--- src/rtl/line_tool_if.sv ---
// rtl/line_tool_if.sv - cursor/button inputs and canvas pixel-write outputs of the line tool
interface line_tool_if #(
  parameter int WIDTH       = 640,
  parameter int HEIGHT      = 480,
  parameter int COLOR_WIDTH = 8
);
  localparam int XW = $clog2(WIDTH);
  localparam int YW = $clog2(HEIGHT);

  logic                   enable;
  logic [XW-1:0]          cursor_x;
  logic [YW-1:0]          cursor_y;
  logic [COLOR_WIDTH-1:0] input_color;
  logic [XW-1:0]          pixel_x;
  logic [YW-1:0]          pixel_y;
  logic [COLOR_WIDTH-1:0] pixel_color;
  logic                   pixel_valid;
  logic                   busy;

  // Mouse/colour source side
  modport master (
    output enable, cursor_x, cursor_y, input_color,
    input  pixel_x, pixel_y, pixel_color, pixel_valid, busy
  );

  // Line tool side
  modport slave (
    input  enable, cursor_x, cursor_y, input_color,
    output pixel_x, pixel_y, pixel_color, pixel_valid, busy
  );
endinterface

--- src/rtl/line_tool.sv ---
// rtl/line_tool.sv - two-point line tool: press/release anchors, Bresenham rasteriser, one pixel per clock
module line_tool #(
  parameter int WIDTH       = 640,
  parameter int HEIGHT      = 480,
  parameter int COLOR_WIDTH = 8
) (
  input  logic        clk,
  input  logic        reset_n,
  line_tool_if.slave  bus
);
  localparam int XW = $clog2(WIDTH);
  localparam int YW = $clog2(HEIGHT);
  localparam int AW = ((XW > YW) ? XW : YW) + 3;

  typedef enum logic [1:0] {IDLE, ARMED, SETUP, DRAW} state_t;

  state_t                  state_q, state_d;
  logic                    en_q;      // registered enable (enable_d)
  logic                    init_q;    // low only on the first cycle out of reset
  logic [XW-1:0]           x0_q, x1_q;
  logic [YW-1:0]           y0_q, y1_q;
  logic [COLOR_WIDTH-1:0]  col_q;
  logic signed [AW-1:0]    dx_q, dy_q, err_q;
  logic                    sx_neg_q, sy_neg_q;
  logic [XW-1:0]           pixel_x_q;
  logic [YW-1:0]           pixel_y_q;
  logic [COLOR_WIDTH-1:0]  pixel_color_q;
  logic                    pixel_valid_q, busy_q;

  // The pixel registers double as the Bresenham cursor (cx, cy) while drawing.
  logic                    press, at_end, step_x, step_y;
  logic [XW-1:0]           dx_abs;
  logic [YW-1:0]           dy_abs;
  logic signed [AW-1:0]    dx_c, dy_c, e2, err_d;

  function automatic logic [XW-1:0] clamp_x(input logic [XW-1:0] v);
    return (32'(v) >= WIDTH) ? XW'(WIDTH - 1) : v;
  endfunction

  function automatic logic [YW-1:0] clamp_y(input logic [YW-1:0] v);
    return (32'(v) >= HEIGHT) ? YW'(HEIGHT - 1) : v;
  endfunction

  // A button already held when reset is released must not count as a press.
  assign press  = bus.enable & ~en_q & init_q;
  assign at_end = (pixel_x_q == x1_q) && (pixel_y_q == y1_q);

  assign dx_abs = (x1_q > x0_q) ? (x1_q - x0_q) : (x0_q - x1_q);
  assign dy_abs = (y1_q > y0_q) ? (y1_q - y0_q) : (y0_q - y1_q);
  assign dx_c   = $signed(AW'(dx_abs));
  assign dy_c   = -$signed(AW'(dy_abs));

  // Both axis decisions use the pre-update error term.
  assign e2     = err_q <<< 1;
  assign step_x = (e2 >= dy_q);
  assign step_y = (e2 <= dx_q);
  assign err_d  = err_q + (step_x ? dy_q : '0) + (step_y ? dx_q : '0);

  // State register
  always_ff @(posedge clk or negedge reset_n) begin
    if (!reset_n) state_q <= IDLE;
    else          state_q <= state_d;
  end

  // Next-state logic: press arms, release sets up, drawing ends on the endpoint
  always_comb begin
    state_d = state_q;
    case (state_q)
      IDLE:    if (press)       state_d = ARMED;
      ARMED:   if (!bus.enable) state_d = SETUP;
      SETUP:                    state_d = DRAW;
      DRAW:    if (at_end)      state_d = IDLE;
      default:                  state_d = IDLE;
    endcase
  end

  // Endpoint capture, line setup and per-pixel Bresenham stepping
  always_ff @(posedge clk or negedge reset_n) begin
    if (!reset_n) begin
      en_q          <= 1'b0;
      init_q        <= 1'b0;
      x0_q          <= '0;
      y0_q          <= '0;
      x1_q          <= '0;
      y1_q          <= '0;
      col_q         <= '0;
      dx_q          <= '0;
      dy_q          <= '0;
      err_q         <= '0;
      sx_neg_q      <= 1'b0;
      sy_neg_q      <= 1'b0;
      pixel_x_q     <= '0;
      pixel_y_q     <= '0;
      pixel_color_q <= '0;
      pixel_valid_q <= 1'b0;
      busy_q        <= 1'b0;
    end else begin
      en_q   <= bus.enable;
      init_q <= 1'b1;
      case (state_q)
        IDLE: begin
          if (press) begin
            x0_q <= clamp_x(bus.cursor_x);
            y0_q <= clamp_y(bus.cursor_y);
          end
        end
        ARMED: begin
          if (!bus.enable) begin
            x1_q   <= clamp_x(bus.cursor_x);
            y1_q   <= clamp_y(bus.cursor_y);
            col_q  <= bus.input_color;
            busy_q <= 1'b1;
          end
        end
        SETUP: begin
          dx_q          <= dx_c;
          dy_q          <= dy_c;
          err_q         <= dx_c + dy_c;
          sx_neg_q      <= !(x0_q < x1_q);
          sy_neg_q      <= !(y0_q < y1_q);
          pixel_x_q     <= x0_q;
          pixel_y_q     <= y0_q;
          pixel_color_q <= col_q;
          pixel_valid_q <= 1'b1;
        end
        DRAW: begin
          if (at_end) begin
            pixel_valid_q <= 1'b0;
            busy_q        <= 1'b0;
          end else begin
            err_q <= err_d;
            if (step_x) pixel_x_q <= sx_neg_q ? pixel_x_q - XW'(1) : pixel_x_q + XW'(1);
            if (step_y) pixel_y_q <= sy_neg_q ? pixel_y_q - YW'(1) : pixel_y_q + YW'(1);
          end
        end
        default: ;
      endcase
    end
  end

  assign bus.pixel_x     = pixel_x_q;
  assign bus.pixel_y     = pixel_y_q;
  assign bus.pixel_color = pixel_color_q;
  assign bus.pixel_valid = pixel_valid_q;
  assign bus.busy        = busy_q;
endmodule

--- src/flat_wrapper.sv ---
// flat-port wrapper written by rule: the top's interface ports become plain ports
module line_tool_flat 
#(
  parameter int WIDTH       = 640,
  parameter int HEIGHT      = 480,
  parameter int COLOR_WIDTH = 8
)
  (clk, reset_n, bus_enable, bus_cursor_x, bus_cursor_y, bus_input_color, bus_pixel_x, bus_pixel_y, bus_pixel_color, bus_pixel_valid, bus_busy);
  line_tool_if #(.WIDTH(WIDTH), .HEIGHT(HEIGHT), .COLOR_WIDTH(COLOR_WIDTH)) bus_i ();
  input  logic clk;
  input  logic reset_n;
  input wire logic [$bits(bus_i.enable)-1:0] bus_enable;
  input wire logic [$bits(bus_i.cursor_x)-1:0] bus_cursor_x;
  input wire logic [$bits(bus_i.cursor_y)-1:0] bus_cursor_y;
  input wire logic [$bits(bus_i.input_color)-1:0] bus_input_color;
  output wire logic [$bits(bus_i.pixel_x)-1:0] bus_pixel_x;
  output wire logic [$bits(bus_i.pixel_y)-1:0] bus_pixel_y;
  output wire logic [$bits(bus_i.pixel_color)-1:0] bus_pixel_color;
  output wire logic [$bits(bus_i.pixel_valid)-1:0] bus_pixel_valid;
  output wire logic [$bits(bus_i.busy)-1:0] bus_busy;
  assign bus_i.enable = bus_enable;
  assign bus_i.cursor_x = bus_cursor_x;
  assign bus_i.cursor_y = bus_cursor_y;
  assign bus_i.input_color = bus_input_color;
  assign bus_pixel_x = bus_i.pixel_x;
  assign bus_pixel_y = bus_i.pixel_y;
  assign bus_pixel_color = bus_i.pixel_color;
  assign bus_pixel_valid = bus_i.pixel_valid;
  assign bus_busy = bus_i.busy;
  line_tool #(.WIDTH(WIDTH), .HEIGHT(HEIGHT), .COLOR_WIDTH(COLOR_WIDTH)) u_core (.clk(clk), .reset_n(reset_n), .bus(bus_i));
endmodule
--- config.mk ---
export PLATFORM = sky130hd
export DESIGN_NAME = line_tool_flat
export DESIGN_NICKNAME = d
export VERILOG_FILES = /design/src/rtl/line_tool_if.sv /design/src/rtl/line_tool.sv /design/src/flat_wrapper.sv
export SDC_FILE = /design/constraint.sdc
export NUM_CORES = 1
export LEC_CHECK = 0
export ABC_AREA = 1
export CAP_MARGIN = 20
export CELL_PAD_IN_SITES_DETAIL_PLACEMENT = 0
export CELL_PAD_IN_SITES_GLOBAL_PLACEMENT = 1
export CORE_ASPECT_RATIO = 1.25
export CORE_MARGIN = 4
export CORE_UTILIZATION = 41
export CTS_BUF_LIST = sky130_fd_sc_hd__clkbuf_16
export DETAILED_ROUTE_END_ITERATION = 7
export GPL_TIMING_DRIVEN = 0
export HOLD_SLACK_MARGIN = 0.08
export PLACE_DENSITY = 0.84
export SYNTH_ARGS = -nofsm -noshare
export SYNTH_HDL_FRONTEND = slang
export SYNTH_SLANG_ARGS = --single-unit
--- constraint.sdc ---
create_clock -name clk -period 3.9 [get_ports clk]
set_clock_uncertainty 0.1 [all_clocks]
set_input_delay 0.975 -clock clk [delete_from_list [all_inputs] [get_ports clk]]
set_output_delay 0.975 -clock clk [all_outputs]
set_load 0.02 [all_outputs]
; ---- Word level (Yosys, flattened, before mapping)
; Index checks and enable logic that the tools add are counted.
[op_classes]
addsub = 12
order_cmp = 8
n_eq_ne = 11
n_mux = 24
bitwise_logic = 4
n_reduce_logical = 14
[op_table]
columns = operator, count
row1 = 10-bit two-way mux, 6
row2 = 9-bit two-way mux, 5
row3 = 13-bit adder, 2
row4 = 13-bit two-way mux, 2
row5 = 13-bit case mux with 2 select lines, 1
row6 = 10-bit case mux with 2 select lines, 1
row7 = 10-bit subtractor, 2
row8 = 9-bit case mux with 2 select lines, 1
row9 = 9-bit subtractor, 2
row10 = 11-bit by 13-bit adder with 13-bit output, 1
row11 = 13-bit greater-or-equal comparator, 1
row12 = 13-bit by 11-bit less-or-equal comparator with 1-bit output, 1
row13 = 9-bit negation with 13-bit output, 1
row14 = 3-bit AND reduction, 4
row15 = 10-bit by 1-bit adder with 10-bit output (second input constant), 1
row16 = 10-bit equality test, 1
row17 = 10-bit greater-or-equal comparator (second input constant), 1
row18 = 10-bit greater-than comparator, 1
row19 = 10-bit less-than comparator, 1
row20 = 10-bit by 1-bit subtractor with 10-bit output (second input constant), 1
row21 = 9-bit by 1-bit adder with 9-bit output (second input constant), 1
row22 = 9-bit equality test, 1
row23 = 9-bit greater-or-equal comparator (second input constant), 1
row24 = 9-bit greater-than comparator, 1
row25 = other kinds (17), 33
[totals]
regBits = 117
in_bits = 30
output_inout_bits = 29
wordCells = 91

; ---- Depth between registers and ports, before layout
; Gate-level depths: netlist (run 1).
[depth]
word_depth = 6
mapped_depth = 31
depth_no_buf = 30

; ---- Least setup slack after synthesis (run 1)
; No wires, ideal clock.
[synth_path]
path_kind = register to register
startpoint = reg u_core.x1_q[0]
endpoint = reg u_core.err_q[10]
setup_ns = 0.077
arrival_time_ns = 3.530
required_time_ns = 3.723
setup_slack_ns = 0.192
stages_incl_launch_ff = 27
path_buffers = 1
synth_period_minus_slack_ns = 3.708
cell_sequence = dfrtp_1 > inv_1 > ha_1 > inv_1 > fa_1 > inv_1 > o21ai_1 > nand3_1 > nand2_1 > nand2_1 > nand3_1 > nand2_1 > buf_2 > nand2_1 > o21ai_0 > inv_1 > fa_1 > nand3b_1 > nand2_1 > a31oi_1 > o21ai_0 > a21oi_1 > o21ai_0 > nor2_1 > nor2_1 > nand2_1 > a21oi_1
[synth_between]
elab_chain_cells = 4
elab_cells_between_ends = 10
classes_between = add/sub: 3 / order compare: 1 / eq/ne: 2 / mux: 2 / reduce/logical: 2
[synth_rtl]
columns = item, line_no
row1 = from (decl), line_tool.sv:20  ; logic [XW-1:0] x0_q, x1_q;
row2 = from (signal assigned), line_tool.sv:109  ; x1_q <= clamp_x(bus.cursor_x);
row3 = 10-bit subtractor or 10-bit greater-than comparator (tied branches), line_tool.sv:48  ; assign dx_abs = (x1_q > x0_q) ? (x1_q - x0_q) : (x0_q - x1_q);
row4 = 10-bit two-way mux (*), line_tool.sv:48
row5 = named net u_core.dx_abs[1], line_tool.sv:32  ; logic [XW-1:0] dx_abs;
row6 = 11-bit by 13-bit adder with 13-bit output (*), line_tool.sv:118  ; err_q <= dx_c + dy_c;
row7 = 13-bit case mux with 2 select lines (*), line_tool.sv:100  ; case (state_q)
row8 = to (signal assigned), line_tool.sv:118
row9 = to (signal assigned), line_tool.sv:131  ; err_q <= err_d;
row10 = to (decl), line_tool.sv:23  ; logic signed [AW-1:0] dx_q, dy_q, err_q;
; The timed path passes the listed nets; every way through them passes the cells marked *.
; A chain may end at the register's enable or synchronous reset.

; ---- Worst setup path after layout (run 1)
[layout_path]
startpoint = reg u_core.err_q[3]
endpoint = reg u_core.err_q[9]
[layout_between]
elab_chain_cells = 6
elab_cells_between_ends = 8
classes_between = add/sub: 2 / order compare: 2 / mux: 4
[layout_rtl]
columns = item, line_no
row1 = 13-bit greater-or-equal comparator, line_tool.sv:55  ; assign step_x = (e2 >= dy_q);
row2 = 13-bit two-way mux, line_tool.sv:57  ; assign err_d = err_q + (step_x ? dy_q : '0) + (step_y ? dx_q : '0);
row3 = 13-bit adder, line_tool.sv:57
row4 = 13-bit adder (*), line_tool.sv:57
row5 = 13-bit two-way mux (*), line_tool.sv:127  ; if (at_end) begin
row6 = 13-bit case mux with 2 select lines (*), line_tool.sv:100
; Mark *: on every way between the ends. The rest lies on a longest branch, timed or not. The select of a mux whose other input is x is not followed.

==> run metrics, run 1 <==
H-tree Lvls=4; Post-Route WL=28200 µm; Slew @ Worst Pin=0.908 ns; status=complete, no violations; CP startpoint kind=flip-flop; Critical Path Sink Type=flip-flop; cell area after synthesis=0.00959 mm²; Placed Cells=1645; wire length of the first global-routing pass=43800 µm; Yosys warning count=0; Cell Rows=62; total core area=0.0230 mm²; sequential share of the synthesized area=30.3%; Top Ports=59; worst reg2reg path depth=20; DR vias/cell=5.15; fraction of layout cells with a size suffix above 1=19.6%; drt wl/cell=16.3 µm; number of global-route vias before repair=8604; crit path DAT=4.02 ns; Initial DRC Count=568; max_cap viols=0; Area Overhead vs Synth=29.1%; largest net degree at the start of global routing=88; clock sink count=116; top_reg_cell synth=dfrtp_1; die width=145 µm; CTS buffer count=17; final setup vio count=0; Final Cycle Share=97.0%; Util after Layout=53.7%; Initial Utilization=41.6%; Worst Slack Setup Final=0.117 ns; hpwl dp=21200 µm; clock buffer depth=2; CTS Hold Buffers Added=0; post-synthesis cell count=1298; Non-Filler Instances=1726; Routed Antenna Nets=0; commonest non-fill, non-tap cell in the layout=nand2_1; Max FO, Critical Path=5; Final Net Count=1573; Port-buffer cells=58; initial antenna violation count=0; Unique masters post-synth=51; register clock-pin slew on the reported worst setup and hold paths=0.06 ns; drt first pass iters=5; RSZ-0062 raised after global routing=true; Syn Nets=1446; EDFF count, synth=0; Setup WS pre-CTS=-0.665 ns; Async SR Flop Fraction=100%; Yosys top cell by area=dfrtp_1; Crit path required time=4.14 ns; Max Clk Rate=264 MHz; Worst slew margin=39.4%; fillers=2124; post-synth top area share=30.3%; Max Slew Vio Count=0; HP Class=input port to async pin; via count=8897; Yosys reg bits=116; Ant. Diodes=0; multi-input logic area=0.00649 mm²; fin crit period=3.78 ns; Overall Global Routing Usage=21.6%; critical path type=flip-flop to flip-flop; clk_lat worst skew=0.43 ns; grt total ovfl=0; CTS tree=yes; Die Height=179 µm; Hold Fails Final Rpt=0; top post-synthesis cells by area=dfrtp_1 30%, nand2_1 13%, ha_1 13%; clock root cell=clkbuf_16; GP Congestion=0.919; DRC violations left=0; most frequent cells in the layout=316 x nand2_1, 193 x inv_1, 108 x dfrtp_1, 101 x o21ai_0, 69 x ha_1; Synth Area per Inst=7.38 µm²; die area=0.0259 mm²; register area=0.00291 mm²
[area by class of cell]
cell class              instances  share of cell area (%)
multi-input cells             935                    52.4
clock inverters                15                    1.58
plain buffers                  30                    1.26
inverters                     217                    6.67
flip-flops and latches        116                    23.5
repair buffers                108                    8.16
well taps                     288                    2.91
clock buffers                  17                    3.44
[critical path: stages (launching register included)]
cell	delay [ns]
dfrtp_1	0.42
buf_4	0.16
ha_1	0.27
nand3_1	0.09
nor2_1	0.16
nand2_1	0.13
o221ai_4	0.30
nand2_4	0.11
nand2_1	0.09
fa_1	0.42
inv_2	0.08
ha_4	0.14
inv_2	0.05
fa_2	0.40
inv_2	0.11
a21oi_2	0.07
nor2_1	0.11
nor2_1	0.06
xnor2_1	0.16
a21oi_1	0.09
a22oi_1	0.16
[flip-flops by register name, summed over array words and instances (netlist names), 2 cells and up]
name	flops
u_core.x1_q	10
u_core.y1_q	9
u_core.dx_q	10
u_core.col_q	8
u_core.bus.pixel_y	9
u_core.state_q	2
u_core.bus.pixel_color	8
u_core.err_q	12
u_core.x0_q	10
u_core.y0_q	9
u_core.dy_q	13
u_core.bus.pixel_x	10
[worst paths after layout]
path	from	end	slack (ns)
worst max-delay path	u_core.err_q[3]	u_core.err_q[9]	0.12
worst min-delay path	reset_n	u_core.bus.pixel_color[1]	0.32
worst max register to register	u_core.err_q[3]	u_core.err_q[9]	0.12
worst min register to register	u_core.col_q[4]	u_core.col_q[4]	0.37
max in group asynchronous	reset_n	u_core.y1_q[1]	2.59
min in group clk	u_core.col_q[4]	u_core.col_q[4]	0.37
[routing by layer]
metal | routed length [µm] | up-vias | global-route usage [%]
li1 | - | 4422 | -
met1 | 12200 | 4252 | 27.5
met2 | 14400 | 176 | 37.9
met3 | 815 | 47 | 2.83
met4 | 816 | 0 | 6.34
met5 | 0 | - | 0
[synth_stat cells (15+ instances only)]
cell and n:
nand2_1 337, inv_1 209, dfrtp_1 116, o21ai_0 115, ha_1 100, a21oi_1 76
nor2_1 56, nand3_1 45, xor2_1 35, clkbuf_1 24, xnor2_1 22, fa_1 18
nand2_2 15
[stage by stage]
step | cell area, µm² | TNS [ns] | hold slack, ns
finish | 12400 | 0 | 0.322
global route | 12400 | -0.105 | 0.329
CTS | 11400 | -0.0127 | 0.325
detailed placement | 10600 | -4.27 | 0.358
global placement | 10500 | -350.07 | 0.354
floorplan | 9590 | 0 | 0.342
[kinds of logic after synthesis]
kind of cell | share of synthesized area [%]
xor+xnor | 5.21
buf+inv | 10.1
compound gates | 14.6
other cells | 0.0391
mux | 0.104
simple gates | 22.9
fa+ha+maj | 16.8
flops | 30.3
[what timing repair did]
item	CTS	global route
endpoints found under the setup margin	10	9
setup buffers	8	40
resized for setup	51	132
gates cloned	1	2
pin swaps	9	58
Power of run 1 is left out: the tool's default activity adds up to more than one toggle a clock period on the data nets, which glitch-free logic cannot reach.
==> inputs of run 2 (changes only) <==
--- a/config.mk
+++ b/config.mk
@@ -16,7 +16,7 @@
 export DETAILED_ROUTE_END_ITERATION = 7
 export GPL_TIMING_DRIVEN = 0
 export HOLD_SLACK_MARGIN = 0.08
-export PLACE_DENSITY = 0.84
+export PLACE_DENSITY = 0.83
 export SYNTH_ARGS = -nofsm -noshare
 export SYNTH_HDL_FRONTEND = slang
 export SYNTH_SLANG_ARGS = --single-unit
==> run metrics, run 2 (same netlist as run 1, synthesis figures left out) <==
status=complete, no violations; Util after Layout=53.6%; CP endpoint=u_core.err_q[9]; R2R setup slack=0.11 ns; Final Cycle Share=97.2%; RSZ-0062 raised after global routing=true; Port-buffer cells=58; origin of the critical flop-to-flop path=u_core.dx_q[6]; Hold Fails Final Rpt=0; Crit. path cell count=19; Ant. Diodes=0; Max Slew Vio Count=0; die area=0.0259 mm²; placed cell areas=0.0106 mm²; post-route cell area=0.0123 mm²; die width=145 µm; clk_lat worst skew=0.43 ns; via count=8944; Crit path required time=4.14 ns; drt first pass iters=5; hpwl dp=21100 µm; CTS buffer count=17; Slew @ Worst Pin=0.923 ns; largest registers=u_core.dy_q (13), u_core.err_q (12); max FFs per register=13; drt wl/cell=16.7 µm; reg2reg end=u_core.err_q[9]; fin crit period=3.79 ns; DRC violations left=0; WP buf/inv=3; Post-Route WL=28800 µm; Worst setup startpoint=u_core.dx_q[6]; register clock-pin slew on the reported worst setup and hold paths=0.06 ns; final setup vio count=0; Area Overhead vs Synth=28.8%; initial antenna violation count=0; Overall Global Routing Usage=22.0%; fillers=2103; Cell Rows=62; Critical Path Max Stage Delay=0.50 ns; CTS tree=yes; Initial DRC Count=466; clock buffer depth=2; HP Class=input port to async pin; Die Height=179 µm; critical path's most frequent cell=inv_1; wire length of the first global-routing pass=44500 µm; Routed Antenna Nets=0; crit path DAT=4.03 ns; critical path type=flip-flop to flip-flop; max_cap viols=0; Worst slew margin=38.4%; CP startpoint kind=flip-flop; Critical Path, Cell by Cell=inv_1, ha_4, a21oi_2, a21oi_1, a211oi_2, o221ai_2, nand2_4, nand2_1, fa_1, inv_1, ha_4, inv_1, nor3_2, a21oi_2, nor2_1, nor2_1, xnor2_1, a21oi_1, a22oi_1; GP Congestion=0.910; Final Net Count=1577; Critical Path Sink Type=flip-flop; register area=0.00291 mm²; multi-input logic area=0.00649 mm²; Top Family by Delay on Critical Path=compound AO/OA/AOI/OAI gates; clock root cell=clkbuf_16; largest register by flop count=u_core.dy_q; total core area=0.0230 mm²; commonest non-fill, non-tap cell in the layout=nand2_1; worst reg2reg path depth=19; DR vias/cell=5.17; crit path max-delay cell type=fa_1; grt total ovfl=0; H-tree Lvls=4; clock sink count=116; most frequent cells in the layout=315 x nand2_1, 195 x inv_1, 110 x dfrtp_1, 101 x o21ai_0, 66 x ha_1; Initial Utilization=41.6%; largest net degree at the start of global routing=85; fraction of layout cells with a size suffix above 1=19.8%; Top Ports=59; number of global-route vias before repair=8809; Max Clk Rate=264 MHz; Max FO, Critical Path=8
==> run 2: worst min path at each step <==
| stage | from | end | slack [ns] | cells past startpoint |
|---|---|---|---|---|
| 2_1_floorplan | u_core.col_q[0] | u_core.col_q[0] | 0.34 | 2 |
| 3_3_place_gp | u_core.col_q[1] | u_core.col_q[1] | 0.35 | 2 |
| 3_5_place_dp | u_core.col_q[7] | u_core.col_q[7] | 0.36 | 2 |
| 4_1_cts | reset_n | u_core.bus.pixel_color[5] | 0.33 | 1 |
| 5_1_grt | reset_n | u_core.bus.pixel_color[5] | 0.34 | 1 |
| 6_report | reset_n | u_core.bus.pixel_color[5] | 0.33 | 1 |
==> run 2: per-stage QoR <==
stage	std cells	hold WS [ns]	worst slack [ns]	setup TNS, ns
2_1_floorplan	1298	0.342	0.192	0
3_3_place_gp	1644	0.354	-3.00	-350.47
3_5_place_dp	1645	0.359	-0.663	-4.02
4_1_cts	1690	0.335	0.00142	0
5_1_grt	1730	0.343	-0.105	-0.478
6_report	1730	0.328	0.110	0
==> run 2: area by class of cell <==
cell class                 instances  area share [%]
multi-input combinational        934            52.6
buffer                            30            1.24
inverter                         217            6.70
clock inverter                    15            1.27
timing repair buffer             113            8.28
sequential                       116            23.6
clock buffer                      17            3.44
tap                              288            2.92
==> run 2: metal layers <==
metal  track usage (%)  wire length [µm]
met1              27.4             12300
met4              7.85               787
met2              38.6             14900
met5                 0                 0
met3              3.23               863
==> run 2: worst reg2reg max path: stages (launching register included) <==
cell      delay [ns]
dfrtp_1         0.41
inv_1           0.11
ha_4            0.22
a21oi_2         0.14
a21oi_1         0.11
a211oi_2        0.25
o221ai_2        0.18
nand2_4         0.16
nand2_1         0.10
fa_1            0.50
inv_1           0.06
ha_4            0.31
inv_1           0.07
nor3_2          0.26
a21oi_2         0.11
nor2_1          0.13
nor2_1          0.07
xnor2_1         0.16
a21oi_1         0.08
a22oi_1         0.18
==> run 2: timing repair <==
action	in CTS	in global routing
endpoints found under the hold margin	0	0
hold buffers	0	0
pin swaps	11	63
buffers inserted	13	40
endpoints found under the setup margin	10	9
gates cloned	1	1
gates resized for setup	57	126
Power of run 2 is left out for the same reason.
==> inputs of run 3 (changes only) <==
--- a/config.mk
+++ b/config.mk
@@ -17,6 +17,7 @@
 export GPL_TIMING_DRIVEN = 0
 export HOLD_SLACK_MARGIN = 0.08
 export PLACE_DENSITY = 0.83
+export SKIP_CTS_REPAIR_TIMING = 1
 export SYNTH_ARGS = -nofsm -noshare
 export SYNTH_HDL_FRONTEND = slang
 export SYNTH_SLANG_ARGS = --single-unit
==> run metrics, run 3 (same netlist as run 1, synthesis figures left out) <==
R2R setup slack=0.10 ns; total core area=0.0230 mm²; most frequent cells in the layout=308 x nand2_1, 192 x inv_1, 110 x dfrtp_1, 101 x o21ai_0, 70 x ha_1; register area=0.00291 mm²; register clock-pin slew on the reported worst setup and hold paths=0.06 ns; DRC violations left=0; CTS tree=yes; placed cell areas=0.0106 mm²; grt total ovfl=0; clock sink count=116; die width=145 µm; Initial DRC Count=573; drt first pass iters=5; H-tree Lvls=4; post-route cell area=0.0123 mm²; Critical Path Sink Type=flip-flop; worst reg2reg path depth=22; drt wl/cell=16.8 µm; fin crit period=3.80 ns; Hold Fails Final Rpt=0; Post-Route WL=28900 µm; Worst slew margin=36.8%; max_cap viols=0; hpwl dp=21100 µm; Final Cycle Share=97.4%; max FFs per register=13; HP Class=input port to async pin; CP startpoint kind=flip-flop; largest register by flop count=u_core.dy_q; Die Height=179 µm; Cell Rows=62; status=complete, no violations; GP Congestion=0.910; Max Clk Rate=263 MHz; DR vias/cell=5.21; Overall Global Routing Usage=21.7%; Worst Slack Setup Final=0.103 ns; largest registers=u_core.dy_q (13), u_core.err_q (12); fraction of layout cells with a size suffix above 1=19.8%; via count=8960; Max Slew Vio Count=0; fillers=2113; commonest non-fill, non-tap cell in the layout=nand2_1; multi-input logic area=0.00656 mm²; Area Overhead vs Synth=28.8%; critical path type=flip-flop to flip-flop; largest net degree at the start of global routing=85; Crit path required time=4.14 ns; Routed Antenna Nets=0; Util after Layout=53.6%; Max FO, Critical Path=5; final setup vio count=0; Top Ports=59; RSZ-0062 raised after global routing=true; Final Net Count=1568; clock root cell=clkbuf_16; wire length of the first global-routing pass=43800 µm; die area=0.0259 mm²; Ant. Diodes=0; Setup WS pre-CTS=-0.663 ns; Slew @ Worst Pin=0.948 ns; initial antenna violation count=0; clock buffer depth=2; Port-buffer cells=58; clk_lat worst skew=0.43 ns; hold slack final=0.334 ns; Initial Utilization=41.6%; CTS buffer count=17; number of global-route vias before repair=8648; crit path DAT=4.04 ns
run 3: final timing paths:
kind                                 start                         to
min in group clk           u_core.col_q[5]            u_core.col_q[5]
setup / recovery           u_core.err_q[9]            u_core.err_q[9]
hold reg to reg            u_core.col_q[5]            u_core.col_q[5]
max in group asynchronous          reset_n             u_core.y1_q[1]
hold / removal                     reset_n  u_core.bus.pixel_color[5]
setup reg to reg           u_core.err_q[9]            u_core.err_q[9]
run 3: area by class of cell:
type                       instances  area share, %
buffer                            30           1.24
clock buffer                      17           3.45
clock inverter                    15           1.27
inverter                         217           6.72
multi-input combinational        935           53.2
sequential                       116           23.6
tap                              288           2.92
timing repair buffer             103           7.64
run 3: worst max-delay path, stage by stage (launching register included):
cell      delay, ns
dfrtp_1        0.42
ha_4           0.27
nand2_1        0.07
inv_1          0.04
o21ai_0        0.17
nand2_1        0.09
nor2_2         0.13
nand3b_1       0.12
nand2_2        0.14
buf_6          0.17
nand2_4        0.06
fa_1           0.46
inv_2          0.08
ha_4           0.15
inv_4          0.04
fa_2           0.41
inv_4          0.09
a21oi_2        0.07
nor2_1         0.13
nor2_1         0.07
xnor2_1        0.16
a21oi_1        0.08
a22oi_1        0.18
run 3: metal layers:
layer	global-route usage, %	share of wire (%)	vias up
li1	-	-	4413
met1	27.4	43	4273
met2	37.7	51	218
met3	3.04	3.1	56
met4	7.43	2.8	0
met5	0	0	-
run 3: metrics by stage:
step           TNS, ns  cells
5_1_grt         -0.470   1721
3_5_place_dp     -4.02   1645
4_1_cts          -4.18   1677
2_1_floorplan        0   1298
6_report             0   1721
3_3_place_gp   -350.47   1644
Power of run 3 is left out for the same reason.
